**config.mk**
```make
export PLATFORM = sky130hd
export DESIGN_NAME = btn_conditioner
export DESIGN_NICKNAME = d
export VERILOG_FILES = /design/src/rtl/elevator_pkg.sv /design/src/rtl/btn_channel.sv /design/src/rtl/btn_conditioner.sv
export SDC_FILE = /design/constraint.sdc
export NUM_CORES = 1
export LEC_CHECK = 0
export ABC_AREA = 1
export ABC_CLOCK_PERIOD_IN_PS = 3600
export BUFFER_PORTS_ARGS = -buffer_cell sky130_fd_sc_hd__buf_2
export CORE_UTILIZATION = 30
export CTS_CLUSTER_DIAMETER = 60
export DETAILED_ROUTE_END_ITERATION = 6
export SLEW_MARGIN = 25
export SYNTH_ARGS = -nofsm -noshare
export SYNTH_HDL_FRONTEND = slang
export SYNTH_SLANG_ARGS = --single-unit
```
**constraint.sdc**
```tcl
create_clock -name i_clk -period 3.6 [get_ports i_clk]
set_clock_uncertainty 0.2 [all_clocks]
set_input_delay 0.72 -clock i_clk [delete_from_list [all_inputs] [get_ports i_clk]]
set_output_delay 0.72 -clock i_clk [all_outputs]
set_load 0.1 [all_outputs]
```
**src/rtl/elevator_pkg.sv**
```systemverilog
// Shared constants for the elevator controller slice: scan-clock timing and
// the channel map used by the button conditioner and its consumers.
package elevator_pkg;

  // The input-scan clock is the system clock divided down; timing defaults
  // below are derived from it so a divider change keeps the same milliseconds.
  localparam int SYS_CLK_HZ   = 50_000_000;
  localparam int SCAN_CLK_DIV = 5_000;
  localparam int SCAN_CLK_HZ  = SYS_CLK_HZ / SCAN_CLK_DIV;

  localparam int DEBOUNCE_MS = 2;
  localparam int HOLD_MS     = 1000;

  localparam int DEBOUNCE_CYCLES_DEF = SCAN_CLK_HZ * DEBOUNCE_MS / 1000;
  localparam int HOLD_CYCLES_DEF     = SCAN_CLK_HZ * HOLD_MS / 1000;

  localparam int NUM_BTN    = 5;
  localparam int NUM_SW     = 8;
  localparam int NUM_IN_DEF = NUM_BTN + NUM_SW;

  // Channel map: buttons first, floor switches from SW_BASE upward.
  localparam int BTN_UP      = 0;
  localparam int BTN_DOWN    = 1;
  localparam int BTN_OPEN    = 2;
  localparam int BTN_CLOSE   = 3;
  localparam int BTN_OUTSIDE = 4;
  localparam int SW_BASE     = 5;

  // Counter width that can hold the value n itself.
  function automatic int cnt_width(input int n);
    return $clog2(n) + 1;
  endfunction

endpackage

```
**src/rtl/btn_channel.sv**
```systemverilog
// Single-bit conditioner: 2-flop synchronizer, debounce, edge pulses and
// long-press detection.
module btn_channel
  import elevator_pkg::*;
#(
  parameter int DEBOUNCE_CYCLES = DEBOUNCE_CYCLES_DEF,
  parameter int HOLD_CYCLES     = HOLD_CYCLES_DEF
) (
  input  logic i_clk,
  input  logic i_rst_n,
  input  logic i_raw,
  output logic o_level,
  output logic o_press,
  output logic o_release,
  output logic o_hold
);

  localparam int DB_W = cnt_width(DEBOUNCE_CYCLES);
  localparam int HD_W = cnt_width(HOLD_CYCLES);
  localparam logic [DB_W-1:0] DB_LAST = DB_W'(DEBOUNCE_CYCLES - 1);
  localparam logic [HD_W-1:0] HD_MAX  = HD_W'(HOLD_CYCLES);

  logic            r_q1;
  logic            r_q2;
  logic            r_level;
  logic            r_press;
  logic            r_release;
  logic [DB_W-1:0] r_db_cnt;
  logic [HD_W-1:0] r_hd_cnt;
  logic            w_differs;
  logic            w_accept;

  assign w_differs = (r_q2 != r_level);
  assign w_accept  = w_differs && (r_db_cnt == DB_LAST);

  // Bring the asynchronous raw level into the scan-clock domain.
  always_ff @(posedge i_clk or negedge i_rst_n) begin
    if (!i_rst_n) begin
      r_q1 <= 1'b0;
      r_q2 <= 1'b0;
    end else begin
      r_q1 <= i_raw;
      r_q2 <= r_q1;
    end
  end

  // Accept a new level only after DEBOUNCE_CYCLES consecutive differing samples.
  always_ff @(posedge i_clk or negedge i_rst_n) begin
    if (!i_rst_n) begin
      r_db_cnt <= '0;
      r_level  <= 1'b0;
    end else if (!w_differs) begin
      r_db_cnt <= '0;
    end else if (w_accept) begin
      r_db_cnt <= '0;
      r_level  <= r_q2;
    end else begin
      r_db_cnt <= r_db_cnt + 1'b1;
    end
  end

  // One-cycle pulses registered on the same edge the level flips.
  always_ff @(posedge i_clk or negedge i_rst_n) begin
    if (!i_rst_n) begin
      r_press   <= 1'b0;
      r_release <= 1'b0;
    end else begin
      r_press   <= w_accept && r_q2;
      r_release <= w_accept && !r_q2;
    end
  end

  // Count high time, saturating; cleared on the falling edge itself so the
  // hold flag drops together with the level.
  always_ff @(posedge i_clk or negedge i_rst_n) begin
    if (!i_rst_n) begin
      r_hd_cnt <= '0;
    end else if (!r_level || w_accept) begin
      r_hd_cnt <= '0;
    end else if (r_hd_cnt != HD_MAX) begin
      r_hd_cnt <= r_hd_cnt + 1'b1;
    end
  end

  assign o_level   = r_level;
  assign o_press   = r_press;
  assign o_release = r_release;
  assign o_hold    = (r_hd_cnt == HD_MAX);

endmodule

```
**src/rtl/btn_conditioner.sv**
```systemverilog
// Conditions every raw button/switch channel independently; wiring only.
module btn_conditioner
  import elevator_pkg::*;
#(
  parameter int NUM_IN          = NUM_IN_DEF,
  parameter int DEBOUNCE_CYCLES = DEBOUNCE_CYCLES_DEF,
  parameter int HOLD_CYCLES     = HOLD_CYCLES_DEF
) (
  input  logic              i_clk,
  input  logic              i_rst_n,
  input  logic [NUM_IN-1:0] i_raw_in,
  output logic [NUM_IN-1:0] o_level,
  output logic [NUM_IN-1:0] o_press,
  output logic [NUM_IN-1:0] o_release,
  output logic [NUM_IN-1:0] o_hold
);

  for (genvar g = 0; g < NUM_IN; g++) begin : g_ch
    btn_channel #(
      .DEBOUNCE_CYCLES(DEBOUNCE_CYCLES),
      .HOLD_CYCLES    (HOLD_CYCLES)
    ) u_ch (
      .i_clk    (i_clk),
      .i_rst_n  (i_rst_n),
      .i_raw    (i_raw_in[g]),
      .o_level  (o_level[g]),
      .o_press  (o_press[g]),
      .o_release(o_release[g]),
      .o_hold   (o_hold[g])
    );
  end

endmodule
```
# Word-level counts from Yosys, hierarchy flattened
# Index checks and enable logic that the tools add are counted.
# word_totals
regBits	338
out_inout_bits	52
input_bits	15
elab_cells	325
# classes
n_mux	52
add_sub_neg	26
n_reduce_logical	104
eq_ne	52
# op_table
op	n
15-bit 2-to-1 mux	26
15-bit by 1-bit adder with 15-bit output, second input constant	13
15-bit by 14-bit == test with 1-bit output, second input constant	13
15-bit by 14-bit inequality test with 1-bit output, second input constant	13
6-bit 2-to-1 mux	26
6-bit by 1-bit adder with 6-bit output, second input constant	13
6-bit by 5-bit == test with 1-bit output, second input constant	13
1-bit logical AND	39
1-bit logical NOT	26
2-bit AND reduction	13
2-bit nonzero test	13
1-bit logical OR	13
1-bit inequality test	13

# Depth between registers and ports, before layout
# logic_depth
depth_word	4
ltp_mapped	10
depth_no_buf	10

# Hierarchy
# From an unflattened synthesis, not the netlist that was laid out.
# unflattened
cells_unflattened	2388
area_unflattened_um2	17927.2
# by_module_without_submodules
mod	n_inst	seq_area_each_um2	cells_each	area_each_um2
btn_channel (g_ch[0].u_ch ...)	12	650.6	184	1378.8
btn_channel (g_ch[4].u_ch)	1	650.6	180	1381.3

# Worst setup path after synthesis
# Ideal clock, no wire load.
# synth_path
kind	flip-flop to output port
start	register g_ch[2].u_ch.r_hd_cnt[0]
end	output o_hold[2]
arrival_time_ns	1.339
path_slack_ns	1.341
path_stages_with_launch	10
n_path_buf	1
required_time_ns	2.680
cell_sequence	dfrtp_1 -> inv_1 -> ha_1 -> nand2_1 -> inv_1 -> nand2_1 -> nor2_1 -> nand2_1 -> inv_1 -> buf_4
# synth_between
elab_chain_cells	1
# synth_lines
element	line	rtl
start: declaration	btn_channel.sv:29	logic [HD_W-1:0] r_hd_cnt;
start signal: assignment	btn_channel.sv:81	r_hd_cnt <= r_hd_cnt + 1'b1;
15-bit by 14-bit == test with 1-bit output	btn_channel.sv:88	assign o_hold = (r_hd_cnt == HD_MAX);
end: declaration	btn_conditioner.sv:15	output logic [NUM_IN-1:0] o_hold
# Every way passes these cells.

# Final worst setup path
# layout_path
start	register g_ch[12].u_ch.r_hd_cnt[0]
end	output o_hold[12]
# layout_between
elab_chain_cells	1
# layout_lines
element	line
start: declaration	btn_channel.sv:29
start signal: assignment	btn_channel.sv:81
15-bit by 14-bit == test with 1-bit output	btn_channel.sv:88
# Every way passes these cells.

==> out/metrics.cfg <==
[status]
outcome = complete, but fails checks
violations = design-rule violations

[place]
dp_hpwl_um = 25200
place.gp.congestion = 0.798
numPortBuffers = 66

[cts]
numCtsBuffers = 45
clk_pin_slew_ns = 0.06
htreeDepth = 2
cts-root-buf = clkbuf_16
cts_tree = yes
cts.path.max_buffers = 3
clkSinkCount = 338
clk_latency_ns = 0.58

[timing]
timing.fmax_mhz = 321
slew_violations = 0
fin_crit_ns = 3.11
tns_ns = 0
rsz0062_at_grt = false
finalSetupViolations = 0
period_share = 0.865
final-hold-violation-count = 0
max-slew-margin-rel = 0.425
holdWs_ns = 0.0417
worst_pin_slew_ns = 0.856

[logic_synthesis]
synth_xor_area_frac = 0.0481
yosysUniqueCellTypes = 34
muxShareOfSynthArea = 0
synth_cells = 2381
synthSimpleGateAreaFrac = 0.353
avgSynthCellArea_um2 = 7.56
synth_compound_area_frac = 0.0201
syn_area_um2 = 18000
yosysWarnings = 0
synth-adder-area-share = 0.0271
yosysSeqAreaShare = 0.470
synth_top_family_by_area = simple AND/OR/NAND/NOR gates
syn-num-nets = 2435
ys_ff_latch = 338

[routing]
via_per_inst = 4.34
routed_wl_um = 35300
drc = 6
drtAntennaViolNets = 0
num_vias = 14100
drt-pass1-iter-count = 7
routedWlPerCell_um = 10.9
drt_iter0_markers = 675

[worst_setup_path]
cpMostUsedCell = inv_1
cpPeakStageDelay_ns = 0.47
cp_cell_sequence = inv_1, ha_1, inv_1, nor2_1, nand2_1, inv_1, nand2_1, nor2_1, buf_2
critical_path_peak_fanout = 4
arrival_ns = 2.19
critPathLaunchType = flip-flop
endpoint_kind = output port
crit_slowest_cell = buf_2
crit_buf_inv = 4
critPathRequiredTime_ns = 2.68
crit_type = reg2out
path_delay_family = buffers and inverters

[grt]
grt_pass1_wl_um = 61600
antenna_found_initial = 1
grt_usage = 0.120
overflow = 0
grt_pass1_vias = 13100
grt_max_degree = 78

[die]
rows = 89
die_w_um = 247
coreArea_um2 = 59100
die_y_um = 247
start_util = 0.305
ios = 67
die_area_um2 = 61000

[final_layout]
layout.nets = 2500
mostFrequentLayoutCell = nor2_1
multi_input_area_um2 = 8080
syn2layout_area_growth_pct = 14.1
mostFrequentLayoutCells = 599 x nor2_1, 563 x nand2_1, 338 x dfrtp_1, 274 x inv_1, 151 x nand3_1
drive_above_1_share = 0.0847
seq_area_um2 = 8460
finish.utilization = 0.348
fill_cells = 6230
insertedDiodeCount = 0

[min_path]
min_path_type = in2reg

[power]
peakVddDrop_v = 0.000343
p_per_area_nw_per_um2 = 421
power.leakage_nw = 9.48

[run]
cap_violations = 0

[Yosys cell counts (all sizes together)]
master    n  area [um^2]
xnor2    27          236
or2      13         81.3
nand4    42          263
nand3b    3         22.5
nor3     79          417
dfrtp   338         8460
buf      60          440
o21ai    10         50.0
nor3b    19          148
a21oi    29          145
inv     275         1030
xor2     72          631
nor2    622         2430
and3      2         12.5
nand2   571         2170
a31oi     8         50.1
nand3   156          806
ha       39          488
a31o      9         78.8
and2      2         12.5
o21bai    5         37.5
[power by group]
| group | switching, mW | total [mW] | internal [mW] |
|---|---|---|---|
| sequential | 0.0473 | 3.90 | 3.85 |
| clock | 1.73 | 4.56 | 2.83 |
| combinational | 0.132 | 0.198 | 0.0656 |
[flip-flops by register name, indices dropped and copies added (netlist names)]
signal               cells
g_ch.u_ch.o_release     13
g_ch.u_ch.o_press       13
g_ch.u_ch.r_q1          13
g_ch.u_ch.r_hd_cnt     195
g_ch.u_ch.r_db_cnt      78
g_ch.u_ch.o_level       13
g_ch.u_ch.r_q2          13
[worst paths after layout]
kind	end	from	slack, ns	cells past startpoint
max	o_hold[12]	g_ch[12].u_ch.r_hd_cnt[0]	0.49	9
min	g_ch[5].u_ch.r_q1	i_raw_in[5]	0.04	1
max reg2reg	g_ch[3].u_ch.r_hd_cnt[2]	g_ch[3].u_ch.r_db_cnt[0]	1.62	7
min reg2reg	g_ch[11].u_ch.r_q2	g_ch[11].u_ch.r_q1	0.14	0
max in group asynchronous	g_ch[12].u_ch.r_q2	i_rst_n	1.90	3
min in group asynchronous	g_ch[7].u_ch.o_press	i_rst_n	0.53	2
[area by class of cell]
type                            instances  share of cell area
Clock buffer                           61              0.0616
Clock inverter                         20              0.0129
Inverter                              275              0.0502
Multi-Input combinational cell       1708               0.393
Sequential cell                       338               0.412
Tap cell                              773              0.0471
Timing Repair Buffer                   78              0.0235
[logic make-up after synthesis]
logic type                 after synthesis
AOI/OAI and AO/OA                       61
xor gates and xnor gates                99
adders and majority gates               39
buffers and inverters                  335
DFF                                    338
and+or+nand+nor                       1509
[metal layers]
layer	track usage	vias up	wire (um)
li1	-	7503	-
met1	0.160	6423	17400
met2	0.194	130	15900
met3	0.0202	57	1140
met4	0.0439	0	918
met5	0	-	0
[per-stage QoR]
stage	instances	total power [mW]	setup slack, ns	instance area, um^2
floorplan	2381	4.04	1.34	18000
global placement	3171	4.17	1.02	19000
detailed placement	3171	4.17	1.06	19000
CTS	3253	8.85	0.417	20600
global route	3253	9.04	0.268	20600
finish	3253	8.65	0.486	20600
[worst register-to-register path: cells and delay by family (launching register included)]
kind	cells	cell delay [ns]
adder cells (fa/ha/maj)	1	0.21
flip-flops	1	0.36
AO/OA/AOI/OAI	1	0.68
AND/OR/NAND/NOR	5	0.47
[repair_timing]
item,in CTS,in global routing
hold buffers,1,0
buffers inserted,0,0
resized for setup,0,0
hold endpoints to repair,66,0
(Power assumes the default switching activity.)
